--- config.mk ---
export PLATFORM = sky130hd
export DESIGN_NAME = joypad_responder
export DESIGN_NICKNAME = d
export VERILOG_FILES = /design/src/rtl/joypad_pkg.sv /design/src/rtl/joypad_scanner.sv /design/src/rtl/joypad_responder.sv
export SDC_FILE = /design/constraint.sdc
export NUM_CORES = 1
export LEC_CHECK = 0
export BUFFER_PORTS_ARGS = -buffer_cell sky130_fd_sc_hd__buf_4
export CAP_MARGIN = 10
export CORE_AREA = 5 5 89 99
export DETAILED_ROUTE_END_ITERATION = 8
export DIE_AREA = 0 0 94 104
export GPL_TIMING_DRIVEN = 1
export PLACE_DENSITY_LB_ADDON = 0.15
export SLEW_MARGIN = 20
export SYNTH_ARGS = -nofsm -noshare
export SYNTH_HDL_FRONTEND = slang
export SYNTH_SLANG_ARGS = --single-unit
--- constraint.sdc ---
create_clock -name clk -period 3.4 [get_ports clk]
set_clock_uncertainty 0.2 [all_clocks]
set_input_delay 0.17 -clock clk [delete_from_list [all_inputs] [get_ports clk]]
set_output_delay 0.17 -clock clk [all_outputs]
set_load 0.02 [all_outputs]
--- src/rtl/joypad_pkg.sv ---
// Shared constants and types for the NES controller port responder.
package joypad_pkg;

    localparam logic [15:0] JOY0_ADDR   = 16'h4016;
    localparam logic [15:0] JOY1_ADDR   = 16'h4017;
    localparam logic [2:0]  OPEN_BUS_HI = 3'b010;

    // Bit positions of each button in the pad state / shift registers.
    localparam int unsigned BTN_A      = 0;
    localparam int unsigned BTN_B      = 1;
    localparam int unsigned BTN_SELECT = 2;
    localparam int unsigned BTN_START  = 3;
    localparam int unsigned BTN_UP     = 4;
    localparam int unsigned BTN_DOWN   = 5;
    localparam int unsigned BTN_LEFT   = 6;
    localparam int unsigned BTN_RIGHT  = 7;

    typedef enum logic [2:0] {
        StIdle,
        StLatch,
        StSample,
        StClkHi,
        StClkLo,
        StCommit
    } scan_state_e;

endpackage

--- src/rtl/joypad_scanner.sv ---
// Background poller: latches both 4021-style pads, clocks out 8 bits each and
// commits the active-high button state once per poll period.
module joypad_scanner
    import joypad_pkg::*;
#(
    parameter int unsigned LATCH_CLKS = 12,
    parameter int unsigned HALF_CLKS  = 6,
    parameter logic [19:0] POLL_CLKS  = 20'd357954
) (
    input  logic       clk,
    input  logic       rst,
    input  logic [1:0] i_pad_data,
    output logic [7:0] o_pad_state0,
    output logic [7:0] o_pad_state1,
    output logic       o_pad_latch,
    output logic       o_pad_clk
);

    localparam int unsigned PhMax = (LATCH_CLKS > HALF_CLKS) ? LATCH_CLKS : HALF_CLKS;
    localparam int unsigned PhW   = (PhMax > 1) ? $clog2(PhMax) : 1;

    scan_state_e      r_state, w_state_d;
    logic [19:0]      r_poll;
    logic [PhW-1:0]   r_phase, w_phase_d;
    logic [2:0]       r_idx, w_idx_d;
    logic [7:0]       r_work0, r_work1;
    logic [7:0]       r_state0, r_state1;
    logic             r_latch, r_clk;
    logic             w_poll_wrap;

    // The poll counter free-runs across all states so the scan period is exact.
    assign w_poll_wrap = (r_poll == POLL_CLKS - 20'd1);

    always_comb begin
        w_state_d = r_state;
        w_phase_d = r_phase;
        w_idx_d   = r_idx;
        case (r_state)
            StIdle: begin
                if (w_poll_wrap) begin
                    w_state_d = StLatch;
                    w_phase_d = '0;
                end
            end
            StLatch: begin
                if (r_phase == PhW'(LATCH_CLKS - 1)) begin
                    w_state_d = StSample;
                    w_phase_d = '0;
                    w_idx_d   = '0;
                end else begin
                    w_phase_d = r_phase + 1'b1;
                end
            end
            StSample: begin
                w_phase_d = '0;
                w_state_d = (r_idx == 3'(BTN_RIGHT)) ? StCommit : StClkHi;
            end
            StClkHi: begin
                if (r_phase == PhW'(HALF_CLKS - 1)) begin
                    w_state_d = StClkLo;
                    w_phase_d = '0;
                end else begin
                    w_phase_d = r_phase + 1'b1;
                end
            end
            StClkLo: begin
                if (r_phase == PhW'(HALF_CLKS - 1)) begin
                    w_state_d = StSample;
                    w_phase_d = '0;
                    w_idx_d   = r_idx + 3'd1;
                end else begin
                    w_phase_d = r_phase + 1'b1;
                end
            end
            StCommit: w_state_d = StIdle;
            default:  w_state_d = StIdle;
        endcase
    end

    always_ff @(posedge clk or posedge rst) begin
        if (rst) begin
            r_state  <= StIdle;
            r_poll   <= '0;
            r_phase  <= '0;
            r_idx    <= '0;
            r_work0  <= '0;
            r_work1  <= '0;
            r_state0 <= '0;
            r_state1 <= '0;
            r_latch  <= 1'b0;
            r_clk    <= 1'b0;
        end else begin
            r_state <= w_state_d;
            r_poll  <= w_poll_wrap ? 20'd0 : r_poll + 20'd1;
            r_phase <= w_phase_d;
            r_idx   <= w_idx_d;
            if (r_state == StSample) begin
                r_work0[r_idx] <= ~i_pad_data[0];
                r_work1[r_idx] <= ~i_pad_data[1];
            end
            if (r_state == StCommit) begin
                r_state0 <= r_work0;
                r_state1 <= r_work1;
            end
            // Decoded from next state so both strobes are clean registered outputs.
            r_latch <= (w_state_d == StLatch);
            r_clk   <= (w_state_d == StClkHi);
        end
    end

    assign o_pad_state0 = r_state0;
    assign o_pad_state1 = r_state1;
    assign o_pad_latch  = r_latch;
    assign o_pad_clk    = r_clk;

endmodule

--- src/rtl/joypad_responder.sv ---
// CPU-bus responder for $4016/$4017: strobe register, per-port shift registers
// and registered read data, fed by the background pad scanner.
module joypad_responder
    import joypad_pkg::*;
#(
    parameter int unsigned LATCH_CLKS = 12,
    parameter int unsigned HALF_CLKS  = 6,
    parameter logic [19:0] POLL_CLKS  = 20'd357954
) (
    input  logic        clk,
    input  logic        rst,
    input  logic [15:0] cpu_addr,
    input  logic [7:0]  cpu_wdata,
    input  logic        cpu_rnw,
    input  logic        cpu_cyc,
    output logic [7:0]  cpu_rdata,
    output logic        cpu_rd_valid,
    output logic        pad_latch,
    output logic        pad_clk,
    input  logic [1:0]  pad_data,
    output logic        strobe_dbg
);

    logic [7:0] w_state0, w_state1;
    logic       w_wr_hit, w_rd0, w_rd1;
    logic       w_unused_wdata;
    logic       r_strobe;
    logic [7:0] r_shift0, r_shift1;
    logic [7:0] r_rdata;
    logic       r_rd_valid;

    joypad_scanner #(
        .LATCH_CLKS (LATCH_CLKS),
        .HALF_CLKS  (HALF_CLKS),
        .POLL_CLKS  (POLL_CLKS)
    ) u_scanner (
        .clk          (clk),
        .rst          (rst),
        .i_pad_data   (pad_data),
        .o_pad_state0 (w_state0),
        .o_pad_state1 (w_state1),
        .o_pad_latch  (pad_latch),
        .o_pad_clk    (pad_clk)
    );

    assign w_wr_hit       = cpu_cyc & ~cpu_rnw & (cpu_addr == JOY0_ADDR);
    assign w_rd0          = cpu_cyc & cpu_rnw & (cpu_addr == JOY0_ADDR);
    assign w_rd1          = cpu_cyc & cpu_rnw & (cpu_addr == JOY1_ADDR);
    assign w_unused_wdata = ^cpu_wdata[7:1];

    always_ff @(posedge clk or posedge rst) begin
        if (rst) begin
            r_strobe   <= 1'b0;
            r_shift0   <= '0;
            r_shift1   <= '0;
            r_rdata    <= '0;
            r_rd_valid <= 1'b0;
        end else begin
            if (w_wr_hit) begin
                r_strobe <= cpu_wdata[0];
            end
            r_rd_valid <= w_rd0 | w_rd1;
            if (w_rd0) begin
                r_rdata <= {OPEN_BUS_HI, 4'b0000, r_shift0[BTN_A]};
            end else if (w_rd1) begin
                r_rdata <= {OPEN_BUS_HI, 4'b0000, r_shift1[BTN_A]};
            end
            // While strobed the shifters track pad state every clock; 1->0 freezes them.
            if (r_strobe) begin
                r_shift0 <= w_state0;
                r_shift1 <= w_state1;
            end else begin
                if (w_rd0) r_shift0 <= {1'b1, r_shift0[7:1]};
                if (w_rd1) r_shift1 <= {1'b1, r_shift1[7:1]};
            end
        end
    end

    assign cpu_rdata    = r_rdata;
    assign cpu_rd_valid = r_rd_valid;
    assign strobe_dbg   = r_strobe;

endmodule

==> results of run 1 <==
-- kinds of logic (layout without fill, tap and decap cells) --
kind of cell	after synthesis	after routing	share of synthesized area
AO/OA/AOI/OAI	94	94	0.153
flip-flops	84	84	0.516
XOR/XNOR	18	18	0.0387
buffers and inverters	54	75	0.0559
AND/OR/NAND/NOR	128	128	0.167
multiplexers	20	20	0.0504
adder cells (fa/ha/maj)	6	6	0.0184
other	1	6	0.000921
-- path summary, 6_finish.rpt --
check	slack (ps)	from	to	depth (start not counted)
setup reg to reg	830	u_scanner.r_poll[4]	u_scanner.r_poll[10]	5
max in group asynchronous	2010	rst	u_scanner.r_poll[11]	4
hold / removal	90	cpu_addr[0]	cpu_rdata[0]	3
min in group asynchronous	280	rst	u_scanner.o_pad_state1[6]	3
setup / recovery	830	u_scanner.r_poll[4]	u_scanner.r_poll[10]	5
hold reg to reg	280	u_scanner.o_pad_state1[7]	r_shift1[7]	2
-- final cells by class --
class	instances	area, µm²
clock buffer	10	128
clock inverter	6	87.6
tap	108	135
inverter	22	85.1
sequential	84	2100
timing repair buffer	37	290
fill	684	3150
multi-input combinational	272	1760
-- layout by cell type (no fill, tap or decap), types with 5 or more instances in the layout --
master,instances
ha_1,6
conb_1,6
buf_4,32
dlygate4sd3_1,5
nor3_1,5
a41oi_1,14
xor2_1,8
nand3_1,19
dfrtp_1,84
nor2b_1,17
o21ai_0,19
a21oi_1,23
mux2i_1,16
nor2_1,21
o31ai_1,16
a31oi_1,7
xnor2_1,10
nand2_1,32
inv_1,21
clkbuf_8,9
-- timing repair --
item | in CTS | in global routing
setup buffers | 0 | 0
endpoints found under the hold margin | 72 | 0
hold buffers | 5 | 0
-- through the flow --
step | cell area (µm²) | hold slack (ps) | worst slack (ps)
2_1_floorplan | 4090 | 120 | 865
3_3_place_gp | 4320 | 207 | 816
3_5_place_dp | 4320 | 221 | 819
4_1_cts | 4590 | 57.7 | 815
5_1_grt | 4590 | 108 | 643
6_report | 4590 | 86.8 | 829
-- worst min-delay path, stage by stage --
cell and delay (ps):
buf_4 180, mux2i_1 160, a21oi_1 90
-- power by group --
part | switching, mW | internal, mW | leakage (nW) | total, mW
Clock | 0.362 | 0.416 | 0.111 | 0.778
Sequential | 0.00240 | 1.01 | 1.10 | 1.01
Combinational | 0.0463 | 0.0269 | 0.923 | 0.0732
-- routing by layer --
metal	GRT usage	wire length (µm)	up-vias	share of wire
met3	0.0376	206	9	0.026
met2	0.290	3980	29	0.51
met4	0.0650	107	0	0.014
li1	-	-	1471	-
met5	0	0	-	0
met1	0.214	3520	1431	0.45
-- sequential cells by signal, indices dropped and copies added, names as in the netlist, 3 cells and up --
signal / cells
u_scanner.r_phase: 4
r_shift1: 8
u_scanner.o_pad_state0: 8
u_scanner.r_work0: 8
u_scanner.r_idx: 3
u_scanner.r_poll: 20
r_shift0: 8
u_scanner.r_work1: 8
u_scanner.o_pad_state1: 8
u_scanner.r_state: 3
==> impl_metrics.yaml, run 1 <==
critical_path:
  critPathKind: "flop to flop"
  cp_slowest_cell: "or4_1"
  cp_max_fo: 7
  path_buf_inv: 1
  end_kind: "flop"
  critPathRequiredTime_ps: 3440
  timing.critical_path.cells: "or4b_1 -> or4_1 -> nor2_1 -> buf_4 -> nor2_1"
  cp_data_arrival_time_ps: 2610
  slowest_delay_ps: 590
  crit_path_start_kind: "flop"
  crit_top_cell: "nor2_1"
  critPathTopFamily: "simple AND/OR/NAND/NOR gates"
flow_run:
  drv_cap: 0
floorplan:
  io_pins: 42
  die_w_um: 94
  core_mm2: 0.00774
  die_area_mm2: 0.00978
  start_util: 0.526
  die_h_um: 104
  rows: 34
hold_path:
  hp-class: "input port to flop"
power_and_ir_drop:
  total_leakage_power_nw: 2.13
  ir_drop_mv: 0.227
  total_power_mw: 1.86
  power.density_mw_per_mm2: 405
place:
  place_hpwl_um: 5400
  gp_congestion: 0.843
  io_buffers: 28
  dp_cells: 518
drt:
  first_pass_iters: 4
  wl_per_cell_um: 14.5
  vias: 2940
  drc_errors: 0
  drt_iter0_drc: 99
  drt_wl_total_um: 7810
  viasPerCell: 5.45
  ant_nets: 0
clock_tree:
  cts_root_buf: "clkbuf_8"
  max-clock-path-buffers: 2
  cts_sinks: 84
  path_clk_slew_ps: 80
  cts_tree: "yes"
  worstSkewPairLatency_ps: 350
  cts_resized: 0
  htreeDepth: 3
  cts_buffers: 9
yosys:
  netlist_instances: 405
  avgSynthCellArea_um2: 10.1
  yosysTopAreaCell: "dfrtp_1"
  synth_commonest_cells: "dfrtp_1 (84), nand2_1 (32), a21oi_1 (23)"
  synth_area_leaders: "dfrtp_1 (52%), mux2i_1 (3.9%), a41oi_1 (3.0%)"
  synth_cell_type_count: 49
  synth-edff-count: 0
  synth.most_common_cell: "dfrtp_1"
  synth-main-ff-cell: "dfrtp_1"
  async_flop_share: 1.00
  synth_warnings: 0
  netlist_area_mm2: 0.00407
  synth_seq_area_share: 0.516
  synth_seq_cells: 84
  yosysTopAreaCellShare: 0.516
timing:
  slew_headroom: 0.426
  setup_tns_ps: 0
  rsz0062_at_grt: "no"
  finalHoldViolCount: 0
  fin_crit_ps: 2570
  finalCritPeriodShare: 0.756
  clock.fmax_ghz: 0.389
  worstMarginPinSlew_ps: 861
  drv_slew: 0
  setup_viol: 0
grt:
  grt_overflow_total: 0
  grt_max_degree: 58
  grt_pass1_wl_um: 13700
  antenna_found_initial: 0
  grt_pass1_vias: 2948
  grtUsageTotal: 0.172
cells_and_area:
  nNetsFinal: 462
  n_antenna_cell: 0
  fin_util: 0.593
  finalNonFillerCells: 539
  drive_above_1_share: 0.130
  area_delta_synth_final_pct: 12.7
status:
  status: "completed"
(Power assumes the default switching activity.)
==> run 2, diff against run 1 <==
--- a/config.mk
+++ b/config.mk
@@ -7,9 +7,9 @@
 export LEC_CHECK = 0
 export BUFFER_PORTS_ARGS = -buffer_cell sky130_fd_sc_hd__buf_4
 export CAP_MARGIN = 10
-export CORE_AREA = 5 5 89 99
+export CORE_AREA = 5 5 90 100
 export DETAILED_ROUTE_END_ITERATION = 8
-export DIE_AREA = 0 0 94 104
+export DIE_AREA = 0 0 95 105
 export GPL_TIMING_DRIVEN = 1
 export PLACE_DENSITY_LB_ADDON = 0.15
 export SLEW_MARGIN = 20
==> constraint.sdc (replaced) <==
create_clock -name clk -period 2.3 [get_ports clk]
set_clock_uncertainty 0.2 [all_clocks]
set_input_delay 0.115 -clock clk [delete_from_list [all_inputs] [get_ports clk]]
set_output_delay 0.115 -clock clk [all_outputs]
set_load 0.02 [all_outputs]
==> impl_metrics.yaml, run 2 (same netlist as run 1, synthesis figures left out) <==
cells_and_area:
  seqCellArea_mm2: 0.00210
  final_cell_mix: "dfrtp_1 (84), buf_4 (41), nand2_1 (32), a21oi_1 (23), inv_1 (21)"
  drive_above_1_share: 0.148
  largest-register: "u_scanner.r_poll"
  finalNonFillerCells: 548
  n_antenna_cell: 0
  multi_input_area_mm2: 0.00177
  fillers: 713
  area_delta_synth_final_pct: 14.2
  largest_reg_flops: 20
  mostFrequentLayoutCell: "dfrtp_1"
  fin_util: 0.594
  nNetsFinal: 473
clock_tree:
  worstSkewPairLatency_ps: 350
  cts_root_buf: "clkbuf_8"
  cts_sinks: 84
  htreeDepth: 3
  cts_tree: "yes"
  cts_buffers: 9
  cts_setup_buffers: 0
  max-clock-path-buffers: 2
  path_clk_slew_ps: 70
hold_path:
  hp-class: "input port to flop"
place:
  pre_cts_slack_ps: 26.2
  gp_congestion: 0.827
  place_hpwl_um: 5480
  dp_cells: 528
  io_buffers: 28
timing:
  finalHoldViolCount: 0
  setup_tns_ps: 0
  worstMarginPinSlew_ps: 548
  clock.fmax_ghz: 0.466
  setup_viol: 0
  slew_headroom: 0.634
  hold_slack_ps: 128
  drv_slew: 0
  rsz0062_at_grt: "no"
  finalCritPeriodShare: 0.934
  setup_slack_ps: 153
  fin_crit_ps: 2150
power_and_ir_drop:
  intPower_mw: 2.02
  switching_share: 0.216
  total_leakage_power_nw: 2.17
  power.density_mw_per_mm2: 554
  clkPwrFrac: 0.378
  seqPwrFrac: 0.579
  p_comb_frac: 0.043
  ir_drop_mv: 0.281
  p_switching_uw: 556
drt:
  vias: 3062
  first_pass_iters: 6
  drt_iter0_drc: 99
  wl_per_cell_um: 14.6
  viasPerCell: 5.59
  drc_errors: 0
  ant_nets: 0
  drt_wl_total_um: 7990
grt:
  grt_max_degree: 85
  grt_pass1_wl_um: 14100
  grt_overflow_total: 0
  antenna_found_initial: 0
  grtUsageTotal: 0.175
  grt_pass1_vias: 3098
critical_path:
  critPathKind: "flop to flop"
  cp_max_fo: 4
  critPathRequiredTime_ps: 2330
  regToRegSetupSlack_ps: 150
  cp_data_arrival_time_ps: 2170
  crit_path_start_kind: "flop"
  end_kind: "flop"
floorplan:
  die_h_um: 105
  io_pins: 42
  core_mm2: 0.00783
  start_util: 0.520
  die_w_um: 95
  rows: 34
  die_area_mm2: 0.00998
flow_run:
  drv_cap: 0
status:
  status: "completed"
[run 2: timing repair]
| action | 4_1_cts | 5_1_grt |
|---|---|---|
| hold buffers | 6 | 0 |
| resized for setup | 0 | 2 |
| hold endpoints to repair | 102 | 0 |
| setup endpoints to repair | 0 | 13 |
[run 2: per-stage QoR]
step | power [mW] | instance area, µm²
after floorplan | 1.59 | 4090
after global placement | 1.62 | 4410
after detailed placement | 1.63 | 4410
after CTS | 2.61 | 4640
after global routing | 2.69 | 4650
final | 2.57 | 4650
[run 2: area by class of cell]
type,instances,share of cell area
Tap cell,108,0.0291
Clock inverter,3,0.00861
Multi-Input combinational cell,272,0.380
Timing Repair Buffer,48,0.0834
Sequential cell,84,0.452
Inverter,22,0.0186
Clock buffer,11,0.0283
[run 2: worst paths after layout]
kind,endpoint,startpoint,cells after the start
setup / recovery,u_scanner.r_phase[1],u_scanner.r_poll[4],5
hold / removal,cpu_rd_valid,cpu_addr[5],5
setup reg to reg,u_scanner.r_phase[1],u_scanner.r_poll[4],5
hold reg to reg,cpu_rdata[6],cpu_rdata[6],1
max in group asynchronous,r_shift0[5],rst,4
min in group asynchronous,r_shift1[5],rst,4
[run 2: power groups by stage]
stage / combinational, mW / clock [mW] / sequential (mW)
after floorplan: 0.0669 / 0 / 1.52
after global placement: 0.105 / 0 / 1.52
after detailed placement: 0.107 / 0 / 1.52
after CTS: 0.114 / 1.00 / 1.49
after global routing: 0.127 / 1.07 / 1.49
final: 0.111 / 0.972 / 1.49
[run 2: layer usage]
metal / up-vias / wire [µm] / track usage
li1: 1491 / - / -
met1: 1500 / 3550 / 0.219
met2: 58 / 3980 / 0.288
met3: 13 / 291 / 0.0331
met4: 0 / 167 / 0.0856
met5: - / 0 / 0
[run 2: worst max-delay path, stage by stage (launching register included)]
cell and delay [ps]:
dfrtp_1 380, or4b_1 510, or4_4 470, buf_4 160
o2111ai_1 190, o211ai_1 110
==> run 3, diff against run 2 <==
--- a/config.mk
+++ b/config.mk
@@ -11,7 +11,7 @@
 export DETAILED_ROUTE_END_ITERATION = 8
 export DIE_AREA = 0 0 95 105
 export GPL_TIMING_DRIVEN = 1
-export PLACE_DENSITY_LB_ADDON = 0.15
+export PLACE_DENSITY = 0.75
 export SLEW_MARGIN = 20
 export SYNTH_ARGS = -nofsm -noshare
 export SYNTH_HDL_FRONTEND = slang
==> impl_metrics.yaml, run 3 (same netlist as run 1, synthesis figures left out) <==
grt:
  grtUsageTotal: 0.179
  grt_pass1_wl_um: 14400
  grt_overflow_total: 0
  grt_max_degree: 35
  grt_pass1_vias: 3121
  antenna_found_initial: 0
cells_and_area:
  largest-register: "u_scanner.r_poll"
  n_antenna_cell: 0
  fillers: 666
  nNetsFinal: 474
  fin_area_mm2: 0.00469
  mostFrequentLayoutCell: "dfrtp_1"
  area_delta_synth_final_pct: 15.2
  final_cell_mix: "dfrtp_1 (84), buf_4 (43), nand2_1 (32), a21oi_1 (23), inv_1 (21)"
  drive_above_1_share: 0.153
  seqCellArea_mm2: 0.00210
  largest_reg_flops: 20
  multi_input_area_mm2: 0.00177
clock_tree:
  cts_sinks: 84
  cts_buffers: 9
  htreeDepth: 3
  cts_root_buf: "clkbuf_8"
  max-clock-path-buffers: 2
  cts_tree: "yes"
  worstSkewPairLatency_ps: 350
  path_clk_slew_ps: 80
drt:
  wl_per_cell_um: 15.3
  ant_nets: 0
  drc_errors: 0
  viasPerCell: 5.59
  first_pass_iters: 4
  drt_iter0_drc: 162
  vias: 3078
  drt_wl_total_um: 8440
floorplan:
  rows: 34
  io_pins: 42
  die_area_mm2: 0.00998
  start_util: 0.520
  core_mm2: 0.00783
  die_h_um: 105
  die_w_um: 95
place:
  post_dp_cell_area_mm2: 0.00443
  io_buffers: 28
  gp_congestion: 0.908
  place_hpwl_um: 5760
timing:
  setup_tns_ps: 0
  fin_crit_ps: 2190
  clock.fmax_ghz: 0.457
  drv_slew: 0
  rsz0062_at_grt: "no"
  finalHoldViolCount: 0
  slew_headroom: 0.624
  worstMarginPinSlew_ps: 561
  setup_viol: 0
  finalCritPeriodShare: 0.951
status:
  status: "completed"
hold_path:
  hp-class: "input port to flop"
critical_path:
  end_kind: "flop"
  timing.critical_path.cells: "or4b_1 -> or4_4 -> o31a_1 -> a311oi_2"
  crit_path_start_kind: "flop"
  cp_slowest_cell: "or4b_1"
  slowest_delay_ps: 540
  cp_data_arrival_time_ps: 2240
  cp_max_fo: 4
  critPathTopFamily: "simple AND/OR/NAND/NOR gates"
  critPathKind: "flop to flop"
  critPathRequiredTime_ps: 2350
  path_buf_inv: 0
flow_run:
  drv_cap: 0
power_and_ir_drop:
  total_leakage_power_nw: 2.19
  ir_drop_mv: 0.321
  power.density_mw_per_mm2: 580
-- run 3: cell types whose count changed in the layout (fill, tap and decap cells not counted), sizes merged --
cell         previous run  this run
buf                    42        44
bufinv                  1         2
clkbuf                 11        12
dlygate4sd3             6         5
-- run 3: layout make-up --
type,instances,share of cell area
clock buffers,12,0.0288
clock inverters,4,0.0157
inverters,22,0.0184
multi-input cells,272,0.377
flip-flops and latches,84,0.448
well taps,108,0.0288
repair buffers,49,0.0837
-- run 3: report_power, final --
group / switching, mW / internal (mW)
registers: 0.00383 / 1.49
logic: 0.0706 / 0.0435
clock network: 0.502 / 0.613
total: 0.576 / 2.14
-- run 3: path summary, 6_finish.rpt --
check                                    start                         to  slack (ps)  cells after the start
max                        u_scanner.r_poll[4]       u_scanner.r_state[0]         110                      4
min reg2reg                       cpu_rdata[6]               cpu_rdata[6]         270                      1
max reg2reg                u_scanner.r_poll[4]       u_scanner.r_state[0]         110                      4
min in group asynchronous                  rst        u_scanner.r_poll[2]         100                      3
max in group asynchronous                  rst  u_scanner.o_pad_state0[7]        1130                      4
min                                cpu_addr[0]                r_shift1[7]          40                      3
-- run 3: routing by layer --
layer  wire length (µm)  share of wire  vias up  global-route usage
met5                  0              0        -                   0
met4                155          0.018        0              0.0856
met3                421          0.050       12              0.0309
met2               4010           0.47       86               0.279
met1               3860           0.46     1478               0.242
li1                   -              -     1502                   -
-- run 3: what timing repair did --
action | 4_1_cts | 5_1_grt
gates resized for setup | 2 | 0
hold buffers | 5 | 0
endpoints found under the hold margin | 101 | 0
pin swaps | 0 | 1
setup endpoints to repair | 10 | 1
buffers inserted | 0 | 0
-- run 3: stage by stage --
| step | util | total power, mW | cells | worst slack, ps | hold slack, ps |
|---|---|---|---|---|---|
| after detailed placement | 0.566 | 1.63 | 530 | 5.21 | -75.3 |
| final | 0.599 | 2.72 | 551 | 113 | 40.8 |
| after global routing | 0.599 | 2.82 | 551 | 65.2 | 69.5 |
| after global placement | 0.566 | 1.63 | 530 | 85.3 | -78.5 |
| after CTS | 0.599 | 2.75 | 551 | 54.5 | 22.9 |
| after floorplan | - | 1.59 | 410 | 32.7 | 65.5 |
-- run 3: worst reg2reg max path, stage by stage, from the launching register on --
cell and delay [ps]:
dfrtp_1 390, or4b_1 540, or4_4 470, o31a_1 270
a311oi_2 220
